==> config.mk <==
export PLATFORM = sky130hd
export DESIGN_NAME = uart_tx_ctrl_flat
export DESIGN_NICKNAME = d
export VERILOG_FILES = /design/src/rtl/uart_pkg.sv /design/src/rtl/uart_tx_ctrl_if.sv /design/src/rtl/uart_baud_gen.sv /design/src/rtl/uart_tx_ctrl.sv /design/src/flat_wrapper.sv
export SDC_FILE = /design/constraint.sdc
export NUM_CORES = 1
export LEC_CHECK = 0
export BUFFER_PORTS_ARGS = -buffer_cell sky130_fd_sc_hd__buf_2
export CAP_MARGIN = 40
export CORE_MARGIN = 2
export CORE_UTILIZATION = 45
export DETAILED_ROUTE_END_ITERATION = 16
export REMOVE_ABC_BUFFERS = 1
export SKIP_CTS_REPAIR_TIMING = 1
export SYNTH_ARGS = -nofsm -noshare
export SYNTH_HDL_FRONTEND = slang
export SYNTH_SLANG_ARGS = --single-unit
==> constraint.sdc <==
create_clock -name clk -period 2.8 [get_ports clk]
set_clock_uncertainty 0.1 [all_clocks]
set_input_delay 0.56 -clock clk [delete_from_list [all_inputs] [get_ports clk]]
set_output_delay 0.56 -clock clk [all_outputs]
set_load 0.01 [all_outputs]
==> src/rtl/uart_pkg.sv <==
// Shared types and constants for the UART transmit sequencer.
package uart_pkg;

    typedef enum logic [2:0] {
        IDLE,
        LOAD,
        START,
        DATA,
        PARITY,
        STOP
    } tx_state_t;

    localparam int unsigned DEFAULT_CLK_DIV = 868;
    localparam int unsigned DATA_BITS       = 8;

    function automatic logic even_parity(input logic [DATA_BITS-1:0] d);
        return ^d;
    endfunction

endpackage

==> src/rtl/uart_tx_ctrl_if.sv <==
// FIFO read side and serial-line status bundle between the TX sequencer and its surroundings.
interface uart_tx_ctrl_if;
    import uart_pkg::*;

    logic                 tx_en;
    logic                 fifo_empty;
    logic [DATA_BITS-1:0] fifo_rdata;
    logic                 fifo_rd_en;
    logic                 tx;
    logic                 busy;
    logic                 done;

    modport master (
        output tx_en, fifo_empty, fifo_rdata,
        input  fifo_rd_en, tx, busy, done
    );

    modport slave (
        input  tx_en, fifo_empty, fifo_rdata,
        output fifo_rd_en, tx, busy, done
    );

endinterface

==> src/rtl/uart_baud_gen.sv <==
// Bit-period timer: bit_end marks the last cycle of every CLK_DIV-cycle bit while run is high.
module uart_baud_gen
    import uart_pkg::*;
#(
    parameter int unsigned CLK_DIV = DEFAULT_CLK_DIV
) (
    input  logic clk,
    input  logic rst,
    input  logic run,
    output logic bit_end
);

    localparam int CNT_W = $clog2(CLK_DIV);
    localparam logic [CNT_W-1:0] RELOAD = CNT_W'(CLK_DIV - 1);

    logic [CNT_W-1:0] cnt_q;

    // Holding the reload value while idle lets the first bit start with a full period.
    always_ff @(posedge clk or posedge rst) begin
        if (rst) begin
            cnt_q <= '0;
        end else if (!run || cnt_q == '0) begin
            cnt_q <= RELOAD;
        end else begin
            cnt_q <= cnt_q - 1'b1;
        end
    end

    assign bit_end = run && (cnt_q == '0);

endmodule

==> src/rtl/uart_tx_ctrl.sv <==
// UART transmit sequencer: pops a byte from the TX FIFO and frames it as start, 8 data bits
// LSB-first, optional even parity and 1 or 2 stop bits on a registered tx line.
module uart_tx_ctrl
    import uart_pkg::*;
#(
    parameter int unsigned CLK_DIV   = DEFAULT_CLK_DIV,
    parameter int unsigned PARITY_EN = 0,
    parameter int unsigned STOP_BITS = 1
) (
    input  logic           clk,
    input  logic           rst,
    uart_tx_ctrl_if.slave  bus
);

    localparam int unsigned STOP_CYCLES = STOP_BITS * CLK_DIV;
    localparam int          STOP_W      = $clog2(STOP_CYCLES + 1);
    localparam logic [STOP_W-1:0] STOP_LOAD = STOP_W'(STOP_CYCLES - 1);
    localparam int          IDX_W       = $clog2(DATA_BITS);
    localparam logic [IDX_W-1:0]  LAST_BIT  = IDX_W'(DATA_BITS - 1);

    tx_state_t            state_q;
    logic [DATA_BITS-1:0] shift_q;
    logic                 parity_q;
    logic [IDX_W-1:0]     bit_idx_q;
    logic [STOP_W-1:0]    stop_cnt_q;
    logic                 tx_q;
    logic                 done_q;

    logic run;
    logic bit_end;
    logic pop;

    assign run = (state_q == START) || (state_q == DATA) ||
                 (state_q == PARITY) || (state_q == STOP);

    // The pop must land in the IDLE cycle itself so the FIFO data is ready during LOAD.
    assign pop = !rst && (state_q == IDLE) && bus.tx_en && !bus.fifo_empty;

    uart_baud_gen #(
        .CLK_DIV (CLK_DIV)
    ) u_baud_gen (
        .clk     (clk),
        .rst     (rst),
        .run     (run),
        .bit_end (bit_end)
    );

    // tx is loaded on each transition with the level of the state being entered.
    always_ff @(posedge clk or posedge rst) begin
        if (rst) begin
            state_q    <= IDLE;
            shift_q    <= '0;
            parity_q   <= 1'b0;
            bit_idx_q  <= '0;
            stop_cnt_q <= '0;
            tx_q       <= 1'b1;
            done_q     <= 1'b0;
        end else begin
            done_q <= 1'b0;
            unique case (state_q)
                IDLE: begin
                    tx_q <= 1'b1;
                    if (pop) begin
                        state_q <= LOAD;
                    end
                end
                LOAD: begin
                    shift_q   <= bus.fifo_rdata;
                    parity_q  <= even_parity(bus.fifo_rdata);
                    bit_idx_q <= '0;
                    tx_q      <= 1'b0;
                    state_q   <= START;
                end
                START: begin
                    if (bit_end) begin
                        tx_q    <= shift_q[0];
                        state_q <= DATA;
                    end
                end
                DATA: begin
                    if (bit_end) begin
                        shift_q   <= shift_q >> 1;
                        bit_idx_q <= bit_idx_q + 1'b1;
                        if (bit_idx_q == LAST_BIT) begin
                            if (PARITY_EN != 0) begin
                                tx_q    <= parity_q;
                                state_q <= PARITY;
                            end else begin
                                tx_q       <= 1'b1;
                                stop_cnt_q <= STOP_LOAD;
                                state_q    <= STOP;
                            end
                        end else begin
                            tx_q <= shift_q[1];
                        end
                    end
                end
                PARITY: begin
                    if (bit_end) begin
                        tx_q       <= 1'b1;
                        stop_cnt_q <= STOP_LOAD;
                        state_q    <= STOP;
                    end
                end
                STOP: begin
                    stop_cnt_q <= stop_cnt_q - 1'b1;
                    if (stop_cnt_q == STOP_W'(1)) begin
                        done_q <= 1'b1;
                    end
                    if (stop_cnt_q == '0) begin
                        state_q <= IDLE;
                    end
                end
                default: begin
                    state_q <= IDLE;
                end
            endcase
        end
    end

    assign bus.fifo_rd_en = pop;
    assign bus.tx         = tx_q;
    assign bus.busy       = pop || (state_q != IDLE);
    assign bus.done       = done_q;

endmodule
==> src/flat_wrapper.sv <==
// flat-port wrapper written by rule: the top's interface ports become plain ports
module uart_tx_ctrl_flat import uart_pkg::*;
#(
    parameter int unsigned CLK_DIV   = DEFAULT_CLK_DIV,
    parameter int unsigned PARITY_EN = 0,
    parameter int unsigned STOP_BITS = 1
)
  (clk, rst, bus_tx_en, bus_fifo_empty, bus_fifo_rdata, bus_fifo_rd_en, bus_tx, bus_busy, bus_done);
  uart_tx_ctrl_if bus_i ();
  input  logic clk;
  input  logic rst;
  input wire logic [$bits(bus_i.tx_en)-1:0] bus_tx_en;
  input wire logic [$bits(bus_i.fifo_empty)-1:0] bus_fifo_empty;
  input wire logic [$bits(bus_i.fifo_rdata)-1:0] bus_fifo_rdata;
  output wire logic [$bits(bus_i.fifo_rd_en)-1:0] bus_fifo_rd_en;
  output wire logic [$bits(bus_i.tx)-1:0] bus_tx;
  output wire logic [$bits(bus_i.busy)-1:0] bus_busy;
  output wire logic [$bits(bus_i.done)-1:0] bus_done;
  assign bus_i.tx_en = bus_tx_en;
  assign bus_i.fifo_empty = bus_fifo_empty;
  assign bus_i.fifo_rdata = bus_fifo_rdata;
  assign bus_fifo_rd_en = bus_i.fifo_rd_en;
  assign bus_tx = bus_i.tx;
  assign bus_busy = bus_i.busy;
  assign bus_done = bus_i.done;
  uart_tx_ctrl #(.CLK_DIV(CLK_DIV), .PARITY_EN(PARITY_EN), .STOP_BITS(STOP_BITS)) u_core (.clk(clk), .rst(rst), .bus(bus_i));
endmodule
==> results by group, run 1 <==
Power and ir drop
  – Combinational power share: 0.278
  – VDD IR-drop max: between 0.3 and 0.4 mV
  – Sw Share: 0.345
  – PwrDens: slightly below 800 nW/um^2
  – Sw power: 616 uW
  – Lkg Pwr: 0.000966 uW
  – Seq pwr share: 0.441
  – Internal power: roughly 1200 uW
  – Clk pwr share: 0.281

Layout
  – Antenna Cells: 0
  – Final non-filler cell total: between 200 and 300
  – # nets final: about 260
  – Final instance area: around 2300 sq um
  – FF+latch area: roughly 900 sq um
  – Area of the multi-input gates: ~1000 sq um
  – Fillers: about 410
  – Area Growth Syn to Fin: 13.3%
  – Layout cells sized above 1: 0.163

STA
  – Final Hold Fails: 0
  – Relative slew slack: 0.648
  – Max Slew Vio Count: 0
  – Min Tclk post-route: between 2 and 2.5 ns
  – Max Clk Rate: roughly 0.45 GHz
  – Setup violators final: 0
  – Setup TNS: 0 ns
  – Worst-Margin Slew: between 0.5 and 0.6 ns
  – Tcrit/Tclk final: 0.789
  – RSZ-0062 raised after global routing: no

Setup path
  – CP max stage delay: between 0.5 and 0.6 ns
  – Crit path launch type: flop
  – Largest fanout on the critical path: 6
  – WS Path Type: reg -> reg
  – Critical path capture point type: flop
  – Crit path required time: ~2.9 ns
  – Crit-path slowest cell: or4b_1
  – Critical path data arrival time: roughly 2.3 ns
  – Cells along the critical path: inv_1 > ha_1 > or4b_1 > nor3_1 > o21ai_0 > nand3b_1 > o211a_1

Hold path
  – HP Class: in -> async

Clocking
  – Clock transition at path regs: 0.07 ns
  – CTS Buf Count: 5
  – CTS Root Cell: clkbuf_8
  – Worst-skew pair later-pin latency: 0.28 ns
  – Clock Path Buffers: 2
  – Depth of the CTS H-tree: 2
  – Clk sink count: 36
  – CTS tree: yes

Global route
  – First-pass GRT wire length: 6.94 mm
  – Number of global-route vias before repair: approximately 1500
  – Pin count of the biggest net entering global routing: 37
  – Final global-route overflow total: 0
  – Tot GR Track Use: 0.172
  – Initial antenna violation count: 0

Logic synthesis
  – Syn Std Cell Area: between 2000 and 2500 sq um
  – Top cells by count, synth: 35 x dfrtp_1, 33 x nand2_1, 25 x nor2_1
  – Synth Area in Compound Gates: 0.183
  – Seq cells post-synth: 36
  – Leading post-synthesis cells by cell area: dfrtp_1 44%, nand2_1 6.2%, ha_1 5.0%
  – Proportion of synthesized area in mux cells: 0
  – Share of the synthesized area in the top cell type: 0.437
  – Cells after synthesis: about 220
  – Synth Flop Type: dfrtp_1
  – Count of cell types in the netlist: 45
  – Synth area leader: dfrtp_1
  – XOR/XNOR Fraction of Synth Area: 0.0262
  – Simple-Gate Fraction of Synth Area: 0.255
  – Avg Inst Size Synth: ~9 sq um
  – Sequential cell area fraction in the yosys report: 0.450
  – Largest family of logic cells by synthesized area: simple AND/OR/NAND/NOR gates
  – Top-count cell post-synth: dfrtp_1
  – Post-Synth Adder-Cell Area: 0.0499
  – Async set or reset register ratio after synthesis: 1.00
  – Syn. warnings: 0
  – Post-synth EDFFs: 0

Placed design
  – Final GP Congestion: 0.798
  – Buffers on Ports: 15
  – Placed Area: around 2100 sq um
  – Placed insts: about 280
  – Final HPWL DP: approximately 2.7 mm

Floorplan
  – Core Box Area: roughly 4300 sq um
  – Initial Util: 0.464
  – Die area: approximately 5000 sq um
  – Row cnt: 24
  – Chip width: about 70 um
  – I/O pin count: 16
  – Die height: around 70 um

Drt
  – First-pass iteration count of the detailed router: 4
  – Avg WL per Cell: about 13 um
  – Drt via density: roughly 5.5
  – Total Wirelength: between 3 and 4 mm
  – DRC viols: 0
  – Vias: between 1500 and 2000
  – ANT nets after route: 0
  – Initial DRC count: approximately 140

Run
  – Max_cap viols: 0

Outcome
  – Status: completed
-- metrics by stage --
step	utilization	hold slack (ns)	power [uW]	setup slack, ns
2_1_floorplan	-	0.349	1170	0.547
3_3_place_gp	0.497	0.376	1300	0.608
3_5_place_dp	0.497	0.370	1300	0.592
4_1_cts	0.526	0.291	1810	0.602
5_1_grt	0.526	0.312	1930	0.354
6_report	0.526	0.280	1790	0.590
-- cells in the final DEF (no fill, tap or decap), types with 3 or more instances in the layout --
cell type,count
nand2b_1,3
inv_1,12
nor3_1,7
nand3b_1,3
buf_4,4
buf_2,15
clkbuf_8,7
or3_1,3
nor4_1,4
a31oi_1,11
dfrtp_1,35
a21oi_1,12
xnor2_1,4
nand3_1,9
ha_1,8
o21ai_0,12
nand2_1,33
nor2_1,25
-- flip-flops by register name, summed over array words and instances, names as in the netlist --
register	flops
u_core.shift_q	8
u_core.bus.tx	1
u_core.bit_idx_q	3
u_core.u_baud_gen.cnt_q	10
u_core.stop_cnt_q	10
u_core.bus.done	1
u_core.state_q	3
-- path summary, 6_finish.rpt --
| kind | endpoint | slack [ns] | cells after the start | start |
|---|---|---|---|---|
| worst max-delay path | u_core.state_q[0]$_DFFE_PP0P_ | 0.59 | 7 | u_core.stop_cnt_q[0]$_DFFE_PP0P_ |
| worst min-delay path | u_core.state_q[0]$_DFFE_PP0P_ | 0.28 | 3 | rst |
| worst max register to register | u_core.state_q[0]$_DFFE_PP0P_ | 0.59 | 7 | u_core.stop_cnt_q[0]$_DFFE_PP0P_ |
| worst min register to register | u_core.u_baud_gen.cnt_q[0]$_DFF_PP0_ | 0.38 | 1 | u_core.u_baud_gen.cnt_q[0]$_DFF_PP0_ |
| max in group asynchronous | u_core.bus.tx$_DFFE_PP1P_ | 1.98 | 3 | rst |
| min in group clk | u_core.u_baud_gen.cnt_q[0]$_DFF_PP0_ | 0.38 | 1 | u_core.u_baud_gen.cnt_q[0]$_DFF_PP0_ |
-- logic make-up after synthesis --
kind of cell	count (synthesis)
AOI/OAI and AO/OA	52
xor gates and xnor gates	6
adders and majority gates	8
buffers and inverters	18
DFF	36
and+or+nand+nor	99
-- area by class of cell --
cell class                      instances  area share
Timing Repair Buffer                   19      0.0462
Inverter                               12      0.0198
Sequential cell                        36       0.397
Clock inverter                          1      0.0132
Tap cell                               52      0.0286
Clock buffer                            7      0.0424
Multi-Input combinational cell        165       0.453
-- worst max-delay path: cells and delay by family, from the launching register on --
kind	cells	cell delay [ns]
compound gates	2	0.33
buf+inv	1	0.08
simple gates	3	0.96
fa+ha+maj	1	0.21
flops	1	0.43
-- per-layer routing --
metal / track usage / wire [um]
met1: 0.243 / 1940
met2: 0.263 / 1780
met3: 0.0442 / 109
met5: 0 / 0
met4: 0.0503 / 60
-- power groups by stage --
stage	logic [uW]	registers, uW	clock network [uW]
5_1_grt	577	808	541
6_report	498	788	502
3_5_place_dp	504	797	0
2_1_floorplan	377	792	0
4_1_cts	505	788	516
3_3_place_gp	498	799	0
Power figures use the tool's default switching activity.
==> inputs of run 2 (changes only) <==
==> constraint.sdc (replaced) <==
create_clock -name clk -period 2.1 [get_ports clk]
set_clock_uncertainty 0.1 [all_clocks]
set_input_delay 0.42 -clock clk [delete_from_list [all_inputs] [get_ports clk]]
set_output_delay 0.42 -clock clk [all_outputs]
set_load 0.01 [all_outputs]
==> results by group, run 2 (synthesis results as in run 1) <==
Power and ir drop
  – Sw Share: 0.359
  – Combinational power share: 0.287
  – PwrDens: between 900 and 1000 nW/um^2
  – Seq pwr share: 0.457
  – Sw power: 855 uW
  – VDD IR-drop max: roughly 0.62 mV
  – Internal power: between 1500 and 2000 uW
  – Clk pwr share: 0.256
  – Lkg Pwr: ~0.0011 uW

STA
  – Worst-Margin Slew: approximately 0.47 ns
  – Tcrit/Tclk final: 0.944
  – Setup violators final: 0
  – WHS: 0.136 ns
  – Max Slew Vio Count: 0
  – Min Tclk post-route: 1.98 ns
  – Relative slew slack: 0.684
  – Max Clk Rate: just over 0.5 GHz
  – RSZ-0062 raised after global routing: yes
  – Final Hold Fails: 0
  – Setup TNS: 0 ns

Clocking
  – CTS tree: yes
  – CTS Root Cell: clkbuf_8
  – CTS Buf Count: 5
  – Worst-skew pair later-pin latency: just under 0.3 ns
  – Clock Path Buffers: 2
  – Clk sink count: 36
  – Depth of the CTS H-tree: 2
  – Clock transition at path regs: 0.07 ns

Floorplan
  – I/O pin count: 16
  – Core Box Area: 4320 sq um
  – Chip width: 70.8 um
  – Die area: roughly 5000 sq um
  – Row cnt: 24
  – Die height: 70.8 um
  – Initial Util: 0.464

Layout
  – Commonest non-fill, non-tap cell in the layout: dfrtp_1
  – Layout cells sized above 1: 0.244
  – Final instance area: 2450 sq um
  – Final core utilization: 0.566
  – Largest registers: u_core.stop_cnt_q x10, u_core.u_baud_gen.cnt_q x10, u_core.shift_q x8
  – # nets final: approximately 280
  – Antenna Cells: 0
  – Most frequent cells in the layout: 35 x dfrtp_1, 33 x nand2_1, 24 x nor2_1
  – Area Growth Syn to Fin: 22.1%

Drt
  – First-pass iteration count of the detailed router: 4
  – Initial DRC count: 119
  – Total Wirelength: between 4 and 5 mm
  – Drt via density: around 5.4
  – Vias: 1664
  – Avg WL per Cell: approximately 13 um
  – ANT nets after route: 0
  – DRC viols: 0

Setup path
  – WS Path Type: reg -> out
  – CP max stage delay: approximately 0.55 ns
  – Critical path data arrival time: 1.46 ns
  – Crit path required time: ~1.6 ns
  – Largest fanout on the critical path: 15
  – Reg2reg end: u_core.stop_cnt_q[5]$_DFFE_PP0P_
  – Reg-to-Reg Start: u_core.u_baud_gen.cnt_q[0]$_DFF_PP0_
  – R2R setup slack: between 0.1 and 0.15 ns
  – Critical path capture point type: primary output
  – Crit-path slowest cell: dfrtp_1
  – Crit path launch type: flop
  – Cells along the critical path: nor2_1 > nand3_1 > buf_2
  – Worst r2r path cells: 8

Global route
  – Final global-route overflow total: 0
  – Initial antenna violation count: 0
  – Pin count of the biggest net entering global routing: 37
  – First-pass GRT wire length: 7.69 mm
  – Number of global-route vias before repair: 1643
  – Tot GR Track Use: 0.190

Run
  – Max_cap viols: 0

Outcome
  – Status: completed

Placed design
  – Buffers on Ports: 15
  – Placed Area: about 2300 sq um
  – Final GP Congestion: a little over 0.8
  – Final HPWL DP: ~3.0 mm

Hold path
  – HP Class: in -> async
run 2: cell type report:
type | instances | area, sq um
Sequential cell | 36 | 902
Fill cell | 414 | 1880
Tap cell | 52 | 65.1
Multi-Input combinational cell | 165 | 1070
Clock inverter | 3 | 42.5
Clock buffer | 5 | 68.8
Inverter | 12 | 45.0
Timing Repair Buffer | 37 | 253
run 2: power by group through the flow:
stage | clock (uW) | sequential (uW) | combinational [uW]
final | 610 | 1090 | 684
after global routing | 659 | 1130 | 789
after CTS | 630 | 1090 | 658
after detailed placement | 0 | 1100 | 656
after global placement | 0 | 1100 | 649
after floorplan | 0 | 1060 | 502
run 2: how the worst max path moves through the flow:
stage | from | endpoint | slack (ns) | depth (start not counted)
3_3_place_gp | u_core.u_baud_gen.cnt_q[0]$_DFF_PP0_ | u_core.stop_cnt_q[5]$_DFFE_PP0P_ | 0.03 | 7
3_5_place_dp | u_core.u_baud_gen.cnt_q[0]$_DFF_PP0_ | u_core.stop_cnt_q[5]$_DFFE_PP0P_ | -0.008 | 7
2_1_floorplan | u_core.state_q[1]$_DFFE_PP0P_ | u_core.shift_q[7]$_DFFE_PP0P_ | -0.15 | 6
4_1_cts | u_core.u_baud_gen.cnt_q[0]$_DFF_PP0_ | u_core.stop_cnt_q[5]$_DFFE_PP0P_ | -0.05 | 7
6_report | u_core.state_q[0]$_DFFE_PP0P_ | bus_busy | 0.12 | 3
5_1_grt | u_core.state_q[0]$_DFFE_PP0P_ | bus_busy | -0.02 | 3
run 2: worst max-delay path, delay by kind of cell, from the launching register on:
kind                   cells  cell delay (ns)
DFF                        1             0.55
and+or+nand+nor            2             0.47
buffers and inverters      1             0.16
run 2: routing by layer:
layer  global-route usage  vias up  part of all wire
li1                     -      856                 -
met1                0.281      784              0.50
met2                0.282       17              0.46
met3               0.0385        7             0.025
met4               0.0587        0             0.012
met5                    0        -                 0
run 2: through the flow:
step	setup slack, ns	std cells	total power, uW
after detailed placement	-0.00797	301	1760
after global routing	-0.0176	310	2580
final	0.118	310	2380
after global placement	0.0345	301	1750
after floorplan	-0.153	213	1560
after CTS	-0.0467	309	2380
==> inputs of run 3 (changes only) <==
--- a/config.mk
+++ b/config.mk
@@ -7,9 +7,12 @@
 export LEC_CHECK = 0
 export BUFFER_PORTS_ARGS = -buffer_cell sky130_fd_sc_hd__buf_2
 export CAP_MARGIN = 40
+export CELL_PAD_IN_SITES_DETAIL_PLACEMENT = 0
+export CELL_PAD_IN_SITES_GLOBAL_PLACEMENT = 1
 export CORE_MARGIN = 2
 export CORE_UTILIZATION = 45
 export DETAILED_ROUTE_END_ITERATION = 16
+export PLACE_DENSITY_LB_ADDON = 0.1
 export REMOVE_ABC_BUFFERS = 1
 export SKIP_CTS_REPAIR_TIMING = 1
 export SYNTH_ARGS = -nofsm -noshare
==> results by group, run 3 (synthesis results as in run 1) <==
Layout
  – Layout cells sized above 1: 0.224
  – Commonest non-fill, non-tap cell in the layout: dfrtp_1
  – # nets final: approximately 270
  – Final non-filler cell total: between 300 and 400
  – Final instance area: between 2000 and 2500 sq um
  – Antenna Cells: 0
  – Largest registers: u_core.stop_cnt_q x10, u_core.u_baud_gen.cnt_q x10, u_core.shift_q x8
  – Area Growth Syn to Fin: 19.9%
  – Most frequent cells in the layout: 35 x dfrtp_1, 33 x nand2_1, 25 x nor2_1

Floorplan
  – Die height: about 70 um
  – I/O pin count: 16
  – Initial Util: 0.464
  – Chip width: 70.8 um
  – Core Box Area: approximately 4300 sq um
  – Row cnt: 24
  – Die area: ~5000 sq um

Hold path
  – HP Class: in -> async

STA
  – Worst-Margin Slew: approximately 0.50 ns
  – Tcrit/Tclk final: 0.934
  – Final Hold Fails: 0
  – Max Clk Rate: between 0.5 and 0.6 GHz
  – Worst Setup Slack, final: approximately 0.14 ns
  – WHS: roughly 0.12 ns
  – Relative slew slack: 0.663
  – Setup TNS: 0 ns
  – Max Slew Vio Count: 0
  – Setup violators final: 0
  – Min Tclk post-route: around 2 ns

Placed design
  – Buffers on Ports: 15
  – Placed insts: just under 300
  – Placed Area: approximately 2300 sq um
  – Setup WS pre-CTS: -0.0167 ns
  – Final HPWL DP: approximately 3.1 mm
  – Final GP Congestion: 0.831

Setup path
  – Worst r2r path cells: 7
  – Crit path required time: between 2 and 2.5 ns
  – Critical path data arrival time: approximately 2.1 ns
  – WS Path Type: reg -> reg
  – Largest fanout on the critical path: 4
  – Critical path capture point type: flop
  – Crit path launch type: flop

Global route
  – Initial antenna violation count: 0
  – First-pass GRT wire length: roughly 7.5 mm
  – Tot GR Track Use: 0.188
  – Pin count of the biggest net entering global routing: 37
  – Number of global-route vias before repair: ~1700
  – Final global-route overflow total: 0

Power and ir drop
  – VDD IR-drop max: 0.592 mV
  – Lkg Pwr: roughly 0.0010 uW
  – PwrDens: roughly 1000 nW/um^2

Drt
  – Total Wirelength: 4.45 mm
  – Avg WL per Cell: 14.5 um
  – Drt via density: about 5.5
  – DRC viols: 0
  – Initial DRC count: 78
  – ANT nets after route: 0
  – First-pass iteration count of the detailed router: 4
  – Vias: between 1500 and 2000

Clocking
  – Clock transition at path regs: roughly 0.08 ns
  – CTS Root Cell: clkbuf_8
  – Depth of the CTS H-tree: 2
  – Worst-skew pair later-pin latency: 0.30 ns
  – Clock Path Buffers: 2
  – CTS tree: yes
  – CTS Buf Count: 5
  – Clk sink count: 36

Outcome
  – Status: completed

Run
  – Max_cap viols: 0
run 3: cell types whose count changed in the layout (fill, tap and decap cells not counted):
cell,previous run,this run
a2111oi_2,0,1
a2111oi_4,1,0
buf_4,21,18
clkbuf_1,0,1
clkinvlp_4,1,0
ha_1,7,8
ha_2,1,0
nor2_1,24,25
nor2_2,1,0
o21ai_0,12,11
o21ai_1,0,1
run 3: routing by layer:
metal	GRT usage	vias to the layer above	wire, um
li1	-	845	-
met5	0	-	0
met4	0.0629	0	45
met3	0.0527	5	159
met1	0.241	813	2030
met2	0.306	21	2210
run 3: critical path: stages, from the launching register on:
cell	delay (ns)
dfrtp_1	0.41
inv_1	0.07
ha_1	0.18
nor4b_4	0.31
o2111ai_4	0.22
a2111oi_2	0.40
a21oi_1	0.09
o21ai_2	0.12
run 3: area by class of cell:
| type | instances | area (sq um) |
|---|---|---|
| tap | 52 | 65.1 |
| fill | 378 | 1920 |
| clock inverter | 2 | 35.0 |
| sequential | 36 | 902 |
| multi-input combinational | 165 | 1050 |
| clock buffer | 6 | 72.6 |
| inverter | 12 | 45.0 |
| timing repair buffer | 34 | 230 |
run 3: final timing paths:
kind | from | endpoint | slack (ns)
max in group asynchronous | rst | u_core.bus.tx$_DFFE_PP1P_ | 1.44
setup / recovery | u_core.u_baud_gen.cnt_q[0]$_DFF_PP0_ | u_core.stop_cnt_q[3]$_DFFE_PP0P_ | 0.14
min in group clk | bus_fifo_rdata[3] | u_core.shift_q[3]$_DFFE_PP0P_ | 0.27
hold reg to reg | u_core.u_baud_gen.cnt_q[0]$_DFF_PP0_ | u_core.u_baud_gen.cnt_q[0]$_DFF_PP0_ | 0.39
setup reg to reg | u_core.u_baud_gen.cnt_q[0]$_DFF_PP0_ | u_core.stop_cnt_q[3]$_DFFE_PP0P_ | 0.14
hold / removal | rst | u_core.state_q[0]$_DFFE_PP0P_ | 0.12
run 3: through the flow:
step | total power (uW) | utilization
finish | 2410 | 0.556
global route | 2570 | 0.556
floorplan | 1560 | -
detailed placement | 1780 | 0.522
CTS | 2400 | 0.547
global placement | 1740 | 0.522
run 3: power breakdown:
part / internal [uW] / switching [uW] / total, uW
logic: 305 / 393 / 699
registers: 874 / 215 / 1090
clock network: 353 / 267 / 620
total: 1530 / 875 / 2410
